$ cat src/rtl/wl_demux_dac_ctrl.sv
// ---------------------------------------------------------------------------
// wl_demux_dac_ctrl
//
// Purpose:
//   Takes a WL activation bitmap from cim_array_ctrl and pushes it to the
//   analog grouped WL de-mux one GROUP_W-bit slice at a time. Each slice is
//   accompanied by a one-cycle latch strobe. An optional number of idle cycles
//   can be inserted between consecutive latches. After the last group has
//   latched, the full bitmap is presented on wl_spike for the behavioural
//   model. The block then waits a programmable settle time. If the handshake
//   is enabled, it also waits for dac_ready, bounded by a timeout. Finally it
//   pulses completion.
//
// Ports:
//   clk            - clock
//   rst_n          - synchronous, active-low reset
//   wl_bitmap      - WL activation map for the current bit-plane
//   wl_valid_pulse - one-cycle start request
//   cfg_latency    - settle cycles after the last group latch (0 allowed)
//   cfg_group_gap  - idle cycles between consecutive group latches (0 allowed)
//   cfg_hs_en      - wait for dac_ready after settle when 1
//   dac_ready      - analog ready, only looked at while waiting for it
//   err_clr        - clears both sticky error flags
//   wl_group_sel   - index of the group currently driven
//   wl_group_data  - bitmap slice belonging to wl_group_sel
//   wl_latch       - one-cycle strobe: analog latches the current group
//   wl_spike       - full captured bitmap, updated together with dac_valid
//   dac_valid      - one-cycle pulse marking a wl_spike update
//   dac_done_pulse - one-cycle completion pulse
//   busy           - a sequence is in progress
//   overrun_err    - sticky: start request arrived while busy
//   timeout_err    - sticky: dac_ready never arrived within the timeout
// ---------------------------------------------------------------------------
module wl_demux_dac_ctrl #(
  parameter int NUM_INPUTS     = 64,
  parameter int GROUP_W        = 8,
  parameter int LAT_W          = 8,
  parameter int TIMEOUT_CYCLES = 256,
  localparam int NUM_GROUPS    = NUM_INPUTS / GROUP_W,
  localparam int SEL_W         = (NUM_GROUPS > 1) ? $clog2(NUM_GROUPS) : 1
) (
  input  logic                  clk,
  input  logic                  rst_n,
  input  logic [NUM_INPUTS-1:0] wl_bitmap,
  input  logic                  wl_valid_pulse,
  input  logic [LAT_W-1:0]      cfg_latency,
  input  logic [LAT_W-1:0]      cfg_group_gap,
  input  logic                  cfg_hs_en,
  input  logic                  dac_ready,
  input  logic                  err_clr,
  output logic [SEL_W-1:0]      wl_group_sel,
  output logic [GROUP_W-1:0]    wl_group_data,
  output logic                  wl_latch,
  output logic [NUM_INPUTS-1:0] wl_spike,
  output logic                  dac_valid,
  output logic                  dac_done_pulse,
  output logic                  busy,
  output logic                  overrun_err,
  output logic                  timeout_err
);

  // The timeout counter must reach TIMEOUT_CYCLES-1. That value can exceed
  // the LAT_W range, so the counter gets its own width.
  localparam int TO_W = (TIMEOUT_CYCLES > 1) ? $clog2(TIMEOUT_CYCLES) : 1;

  localparam logic [SEL_W-1:0] LAST_GRP = SEL_W'(NUM_GROUPS - 1);
  localparam logic [TO_W-1:0]  TO_LAST  = TO_W'(TIMEOUT_CYCLES - 1);

  typedef enum logic [2:0] {
    IDLE     = 3'd0,
    LOAD     = 3'd1,
    GAP      = 3'd2,
    SETTLE   = 3'd3,
    WAIT_RDY = 3'd4
  } state_t;

  state_t                state_q, state_n;
  logic [SEL_W-1:0]      grp_q, grp_n;
  logic [LAT_W-1:0]      cnt_q, cnt_n;
  logic [TO_W-1:0]       tcnt_q, tcnt_n;

  logic [NUM_INPUTS-1:0] bitmap_q;
  logic [LAT_W-1:0]      lat_q;
  logic [LAT_W-1:0]      gap_q;
  logic                  hs_q;

  logic                  accept;
  logic                  overrun_ev;
  logic                  valid_ev;
  logic                  done_ev;
  logic                  timeout_ev;

  logic [NUM_INPUTS-1:0] src_bitmap;
  logic                  latch_n;
  logic [SEL_W-1:0]      sel_n;
  logic [GROUP_W-1:0]    data_n;
  logic [NUM_INPUTS-1:0] spike_n;

  assign busy       = (state_q != IDLE);
  assign accept     = (state_q == IDLE) && wl_valid_pulse;
  assign overrun_ev = (state_q != IDLE) && wl_valid_pulse;

  // On the accept cycle the bitmap has not been registered yet. In that cycle
  // the first slice comes straight from the input; in all later cycles it
  // comes from the captured copy.
  assign src_bitmap = accept ? wl_bitmap : bitmap_q;

  // State register, working counters and the configuration captured at
  // accept. Once a sequence has started, it ignores any further changes on
  // the cfg_* inputs.
  always_ff @(posedge clk) begin
    if (!rst_n) begin
      state_q  <= IDLE;
      grp_q    <= '0;
      cnt_q    <= '0;
      tcnt_q   <= '0;
      bitmap_q <= '0;
      lat_q    <= '0;
      gap_q    <= '0;
      hs_q     <= 1'b0;
    end else begin
      state_q <= state_n;
      grp_q   <= grp_n;
      cnt_q   <= cnt_n;
      tcnt_q  <= tcnt_n;
      if (accept) begin
        bitmap_q <= wl_bitmap;
        lat_q    <= cfg_latency;
        gap_q    <= cfg_group_gap;
        hs_q     <= cfg_hs_en;
      end
    end
  end

  // Next-state logic.
  // GAP and SETTLE load their counter with the full cycle count on entry and
  // leave when it reads 1. Because of this, the counter never decrements
  // below 1, and the maximum LAT_W value is honoured exactly. Every entry
  // into LOAD is a latch cycle for group grp_n. The events valid_ev, done_ev
  // and timeout_ev mark the transitions that the output logic turns into
  // registered pulses.
  always_comb begin
    state_n    = state_q;
    grp_n      = grp_q;
    cnt_n      = cnt_q;
    tcnt_n     = tcnt_q;
    valid_ev   = 1'b0;
    done_ev    = 1'b0;
    timeout_ev = 1'b0;
    case (state_q)
      IDLE: begin
        if (wl_valid_pulse) begin
          state_n = LOAD;
          grp_n   = '0;
        end
      end
      LOAD: begin
        if (grp_q == LAST_GRP) begin
          valid_ev = 1'b1;
          if (lat_q != '0) begin
            state_n = SETTLE;
            cnt_n   = lat_q;
          end else if (hs_q) begin
            state_n = WAIT_RDY;
            tcnt_n  = '0;
          end else begin
            state_n = IDLE;
            done_ev = 1'b1;
          end
        end else if (gap_q != '0) begin
          state_n = GAP;
          cnt_n   = gap_q;
        end else begin
          grp_n = grp_q + 1'b1;
        end
      end
      GAP: begin
        if (cnt_q == LAT_W'(1)) begin
          state_n = LOAD;
          grp_n   = grp_q + 1'b1;
        end else begin
          cnt_n = cnt_q - 1'b1;
        end
      end
      SETTLE: begin
        if (cnt_q == LAT_W'(1)) begin
          if (hs_q) begin
            state_n = WAIT_RDY;
            tcnt_n  = '0;
          end else begin
            state_n = IDLE;
            done_ev = 1'b1;
          end
        end else begin
          cnt_n = cnt_q - 1'b1;
        end
      end
      WAIT_RDY: begin
        // A ready seen in the last permitted cycle still counts as a normal
        // handshake, so it takes priority over the timeout.
        if (dac_ready) begin
          state_n = IDLE;
          done_ev = 1'b1;
        end else if (tcnt_q == TO_LAST) begin
          state_n    = IDLE;
          done_ev    = 1'b1;
          timeout_ev = 1'b1;
        end else begin
          tcnt_n = tcnt_q + 1'b1;
        end
      end
      default: begin
        state_n = IDLE;
      end
    endcase
  end

  // Output logic: computes the values that the output registers take at the
  // next edge. Select and data change only on a latch cycle. Between latches
  // they hold, so the analog side sees a stable bus.
  always_comb begin
    latch_n = 1'b0;
    sel_n   = wl_group_sel;
    data_n  = wl_group_data;
    spike_n = wl_spike;
    if (state_n == LOAD) begin
      latch_n = 1'b1;
      sel_n   = grp_n;
      data_n  = src_bitmap[int'(grp_n)*GROUP_W +: GROUP_W];
    end
    if (valid_ev) begin
      spike_n = bitmap_q;
    end
  end

  // Registered outputs. Because of these registers, every strobe appears one
  // cycle after the transition that caused it.
  always_ff @(posedge clk) begin
    if (!rst_n) begin
      wl_latch       <= 1'b0;
      wl_group_sel   <= '0;
      wl_group_data  <= '0;
      wl_spike       <= '0;
      dac_valid      <= 1'b0;
      dac_done_pulse <= 1'b0;
    end else begin
      wl_latch       <= latch_n;
      wl_group_sel   <= sel_n;
      wl_group_data  <= data_n;
      wl_spike       <= spike_n;
      dac_valid      <= valid_ev;
      dac_done_pulse <= done_ev;
    end
  end

  // Sticky error flags. If a new error arrives in the same cycle as err_clr,
  // the new error wins, so no event is ever lost.
  always_ff @(posedge clk) begin
    if (!rst_n) begin
      overrun_err <= 1'b0;
      timeout_err <= 1'b0;
    end else begin
      overrun_err <= overrun_ev | (overrun_err & ~err_clr);
      timeout_err <= timeout_ev | (timeout_err & ~err_clr);
    end
  end

endmodule

$ cat config.mk
export PLATFORM = sky130hd
export DESIGN_NAME = wl_demux_dac_ctrl
export DESIGN_NICKNAME = d
export VERILOG_FILES = /design/src/rtl/wl_demux_dac_ctrl.sv
export SDC_FILE = /design/constraint.sdc
export NUM_CORES = 1
export LEC_CHECK = 0
export CAP_MARGIN = 0
export CORE_MARGIN = 2
export CORE_UTILIZATION = 51
export CTS_CLUSTER_DIAMETER = 120
export CTS_CLUSTER_SIZE = 40
export DETAILED_ROUTE_END_ITERATION = 10
export GPL_ROUTABILITY_DRIVEN = 0
export HOLD_SLACK_MARGIN = 0.1
export PLACE_DENSITY_LB_ADDON = 0.2
export SLEW_MARGIN = 20
export SYNTH_ARGS = -nofsm -noshare
export SYNTH_HDL_FRONTEND = slang
export SYNTH_SLANG_ARGS = --single-unit
export TNS_END_PERCENT = 5
$ cat constraint.sdc
create_clock -name clk -period 7.3 [get_ports clk]
set_input_delay 1.095 -clock clk [delete_from_list [all_inputs] [get_ports clk]]
set_output_delay 1.095 -clock clk [all_outputs]
set_load 0.03 [all_outputs]
# Word-level counts from Yosys, hierarchy flattened
# Cells that the tools add are included.
# word_totals
reg_bits,183
in_bits,86
elab_cells,92
# classes
addsub,3
eq_ne,16
shifts,1
n_mux,40
n_bitwise,5
reduce_logical,11
# op_table
op,count
$mux 8,10
$mux 64,1
$shiftx 64x7->8,1
$mux 3,13
$pmux 8 s3,1
$pmux 8 s2,1
$reduce_bool 8->1,2
$pmux 3 s5,1
$ne 2x2->1 const B,6
$mux 1,11
$pmux 3 s3,1
$add 8x1->8 const B,1
$eq 8x1->1 const B,1
$eq 8x8->1 const B,1
$sub 8x1->8 const B,1
$eq 3x1->1 const B,2
$eq 3x2->1 const B,2
$eq 3x3->1 const B,2
$ne 3x3->1 const B,2
$reduce_and 6->1,1
$reduce_bool 3->1,2
$reduce_and 4->1,1
$add 3x1->3 const B,1
$logic_not 3->1,1
7 further kinds,10

# Depth between registers and ports, before layout
# depth
depth_word,6
ltp_mapped,12
mapped_depth_nobuf,9

# Least setup slack after synthesis
# Ideal clock, no wire load.
# synth_path
kind,register to register
startpoint,register gap_q[4]
endpoint,register wl_group_data[2]
setup_time_ps,125
t_arrival_ps,2758
slack_ps,4417
stages_incl_launch_ff,10
period_less_slack_ps,2883
cell_sequence,dfxtp_1 > or4_1 > clkbuf_1 > or4_4 > and3_4 > nor3_4 > buf_4 > mux2i_1 > a21oi_1 > o41a_1
# synth_via
elab_chain_len,5
word_cells_on_any_way,9
cone_classes,eq/ne: 1; shift: 1; mux: 6; reduce/logical: 1
# synth_lines
item,line_no,source
from (decl),84,logic [LAT_W-1:0] gap_q;
from (signal assigned),129,gap_q <= cfg_group_gap;
$reduce_bool 8->1 (*),170,end else if (gap_q != '0) begin
$mux 3,170,
$mux 3,158,if (grp_q == LAST_GRP) begin
$pmux 3 s3 or $pmux 3 s5 (tied branches),150,case (state_q)
$shiftx 64x7->8 or $eq 3x1->1 (tied branches),"229, 226",
to (signal assigned),249,wl_group_data <= data_n;
to (decl),52,"output logic [GROUP_W-1:0] wl_group_data,"
# Mark *: on every way between the ends. The rest lies on a longest branch, timed or not.
# A chain may end at the register's enable or synchronous reset.

# Final worst setup path
# layout_path
startpoint,register grp_q[0]
endpoint,register wl_group_data[3]
# layout_via
elab_chain_len,5
word_cells_on_any_way,11
cone_classes,add/sub: 1; eq/ne: 2; shift: 1; mux: 7
# layout_lines
item,line_no,source
from (decl),78,"logic [SEL_W-1:0] grp_q, grp_n;"
from (signal assigned),123,grp_q <= grp_n;
$add 3x1->3,"174, 180",
$mux 3,170,
$mux 3,158,
$pmux 3 s3,150,
$shiftx 64x7->8,229,data_n = src_bitmap[int'(grp_n)*GROUP_W +: GROUP_W];
# Parallel ways exist; a longest one is shown, timed or not.

==> metrics.csv <==
metric,value,unit
die height,129,um
Mapped Cells,982,
core area,15200,um^2
top cell type's share of synthesized area,0.460,
slowest cell delay on critical path,0.63,ns
data required time of the worst path,7.61,ns
CTS Buf Count,17,
# hold bufs at CTS,0,
clk sinks,183,
number of synthesized flops with an enable pin,0,
RSZ-0062 raised after global routing,false,
cts repair resizes,0,
Static Leak,0.00365,uW
Starting DRT DRC Count,598,
#FFs+latches synth,183,
fin crit period,3.52,ns
path type of the worst setup path,reg -> reg,
MaxCap Viol Count,0,
Synthesis Warnings,0,
Worst setup EP type,flop,
Pre-antenna DRT Iters,7,
pwr/cell area,232,nW/um^2
CP cell instances,"ha_1, ha_1, nor4_1, o21ai_0, nand2_1, or3_1, a221o_1, o31a_1",
Hold WS,0.461,ns
largest delay contributor family on the critical path,simple AND/OR/NAND/NOR gates,
Final ANT Viol Nets,0,
top-level port count,167,
ys flop type,dfxtp_1,
most frequent CP cell,ha_1,
Slew Limit Fails,0,
CTS tree,yes,
number of distinct library cells after synthesis,58,
Final #Nets,1194,
Setup TNS,0,ns
drt total wl,21400,um
combinational share of power,0.160,
Post-CTS Setup Inserts,0,
share of cells above drive strength 1,0.0430,
WL/cell,16.4,um
die area,16600,um^2
clock share of power,0.369,
initial core utilization,0.524,
first-pass GRT wire length,34000,um
Final Setup Violations,0,
post-detail-place hpwl,14500,um
Row Count,45,
total number of vias,7101,
placement-stage cell area,9640,um^2
GRT Total Usage,0.261,
DR vias/cell,5.45,
Slew @ Worst Pin,1.05,ns
Final Skew,0.0113,ns
status,"complete, no violations",
internal power,1700,uW
crit-path max FO,20,
syn avg cell area,8.11,um^2
largest net degree at the start of global routing,112,
ys async rst share,0,
fin area,10200,um^2
headroom to the max-slew limit,0.299,
ANT cells,0,
maximum clock path buffer count,2,
clock root cell,clkbuf_16,
hold crit path type,reg -> reg,
peak supply drop,0.189,mV
Clock transition at path regs,0.06,ns
Seq pwr share,0.471,
Synthesized Nets,1073,
area delta synth->final,28.0,%
Die X,129,um
PortBufs,166,
total gr overflow,0,
switching pwr,663,uW
crit path buf inv count,0,
switching share of power,0.280,
"area leader, netlist",dfxtp_1,
depth of the CTS H-tree,4,
fin crit share,0.482,
top post-synthesis cells by area,"dfxtp_1 (46%), nand2_1 (15%), a21boi_0 (14%)",
"Seq/Total Area, Yosys",0.460,
Slowest cell on crit path,ha_1,
synthesized cell area,7960,um^2
crit path DAT,3.83,ns
drc violations,0,
number of failing hold endpoints at the final stage,0,
critical path launch point type,flop,
Clock Latency Late Sink,0.43,ns
Max Fclk,284,MHz
vias in the first global route,6566,
initial antenna violation count,0,
[flip-flops by register name (all words and copies together) (netlist names)]
signal and count:
wl_spike 64, wl_latch 1, grp_q 3, cnt_q 8, dac_valid 1, overrun_err 1, dac_done_pulse 1, tcnt_q 8
hs_q 1, wl_group_sel 3, timeout_err 1, bitmap_q 64, wl_group_data 8, gap_q 8, lat_q 8, state_q 3
[cells in the mapped netlist (all sizes together), types with 6 or more instances]
| cell type | number |
|---|---|
| or4 | 7 |
| o21ai | 26 |
| mux2i | 22 |
| o41a | 6 |
| a211oi | 7 |
| nand3 | 7 |
| nand2b | 7 |
| dfxtp | 183 |
| nor3 | 13 |
| nor2b | 12 |
| buf | 8 |
| a21boi | 146 |
| clkbuf | 61 |
| nor2 | 41 |
| a21oi | 29 |
| and2 | 14 |
| nand2 | 315 |
| inv | 6 |
[cell type report]
type                       instances  area (um^2)
inverter                           7         26.3
clock inverter                    12          104
timing repair buffer             171         1700
tap                              188          235
clock buffer                      20          457
multi-input combinational        723         4010
fill                            1299         5010
sequential                       183         3660
[power groups by stage]
stage	clock network, uW	logic [uW]	registers (uW)
3_5_place_dp	0	375	1130
3_3_place_gp	0	369	1140
5_1_grt	929	419	1120
2_1_floorplan	0	242	1130
4_1_cts	884	377	1110
6_report	873	378	1110
[worst paths after layout]
kind | from | endpoint | slack, ns | cells after the start
worst max register to register | grp_q[0] | wl_group_data[3] | 3.78 | 8
worst min register to register | wl_spike[1] | wl_spike[1] | 0.46 | 2
worst max-delay path | grp_q[0] | wl_group_data[3] | 3.78 | 8
worst min-delay path | wl_spike[1] | wl_spike[1] | 0.46 | 2
[routing by layer]
| layer | up-vias | global-route usage | part of all wire |
|---|---|---|---|
| met5 | - | 0 | 0 |
| met4 | 0 | 0.0863 | 0.020 |
| met3 | 24 | 0.0620 | 0.064 |
| met2 | 227 | 0.416 | 0.46 |
| met1 | 3274 | 0.349 | 0.45 |
| li1 | 3576 | - | - |
[kinds of logic (layout without fill, tap and decap cells)]
family | after synthesis | count (layout) | share of synthesized area
fa+ha+maj | 5 | 5 | 0.00786
simple gates | 441 | 441 | 0.237
mux | 22 | 22 | 0.0277
xor+xnor | 5 | 5 | 0.00550
buf+inv | 76 | 210 | 0.0376
compound gates | 250 | 250 | 0.225
flops | 183 | 183 | 0.460
[placed cells by master (no fill, tap or decap), types with 6 or more instances in the layout]
| cell type | n |
|---|---|
| inv_1 | 6 |
| nor2_1 | 41 |
| a21oi_1 | 29 |
| clkbuf_16 | 17 |
| a21boi_0 | 146 |
| nand2_1 | 313 |
| nor3_1 | 12 |
| nand3_1 | 7 |
| mux2i_1 | 22 |
| o21ai_0 | 24 |
| buf_4 | 6 |
| or4_1 | 6 |
| nor2b_1 | 12 |
| nand2b_1 | 7 |
| clkdlybuf4s50_1 | 165 |
| a211oi_1 | 7 |
| dfxtp_1 | 183 |
| and2_1 | 13 |
| o41a_1 | 6 |
[metrics by stage]
stage,std cells,worst slack [ns],utilization,total power [uW]
after global placement,1272,3.68,0.634,1500
after detailed placement,1272,3.64,0.634,1510
after CTS,1304,3.85,0.671,2370
final,1304,3.78,0.671,2360
after floorplan,982,4.42,-,1370
after global routing,1304,3.56,0.671,2470
[worst min-delay path: cells and delay by family, from the launching register on]
family             cells  cell delay [ns]
DFF                    1             0.31
AOI/OAI and AO/OA      1             0.06
and+or+nand+nor        1             0.04
Note: power is estimated with default switching activity, not from simulation.
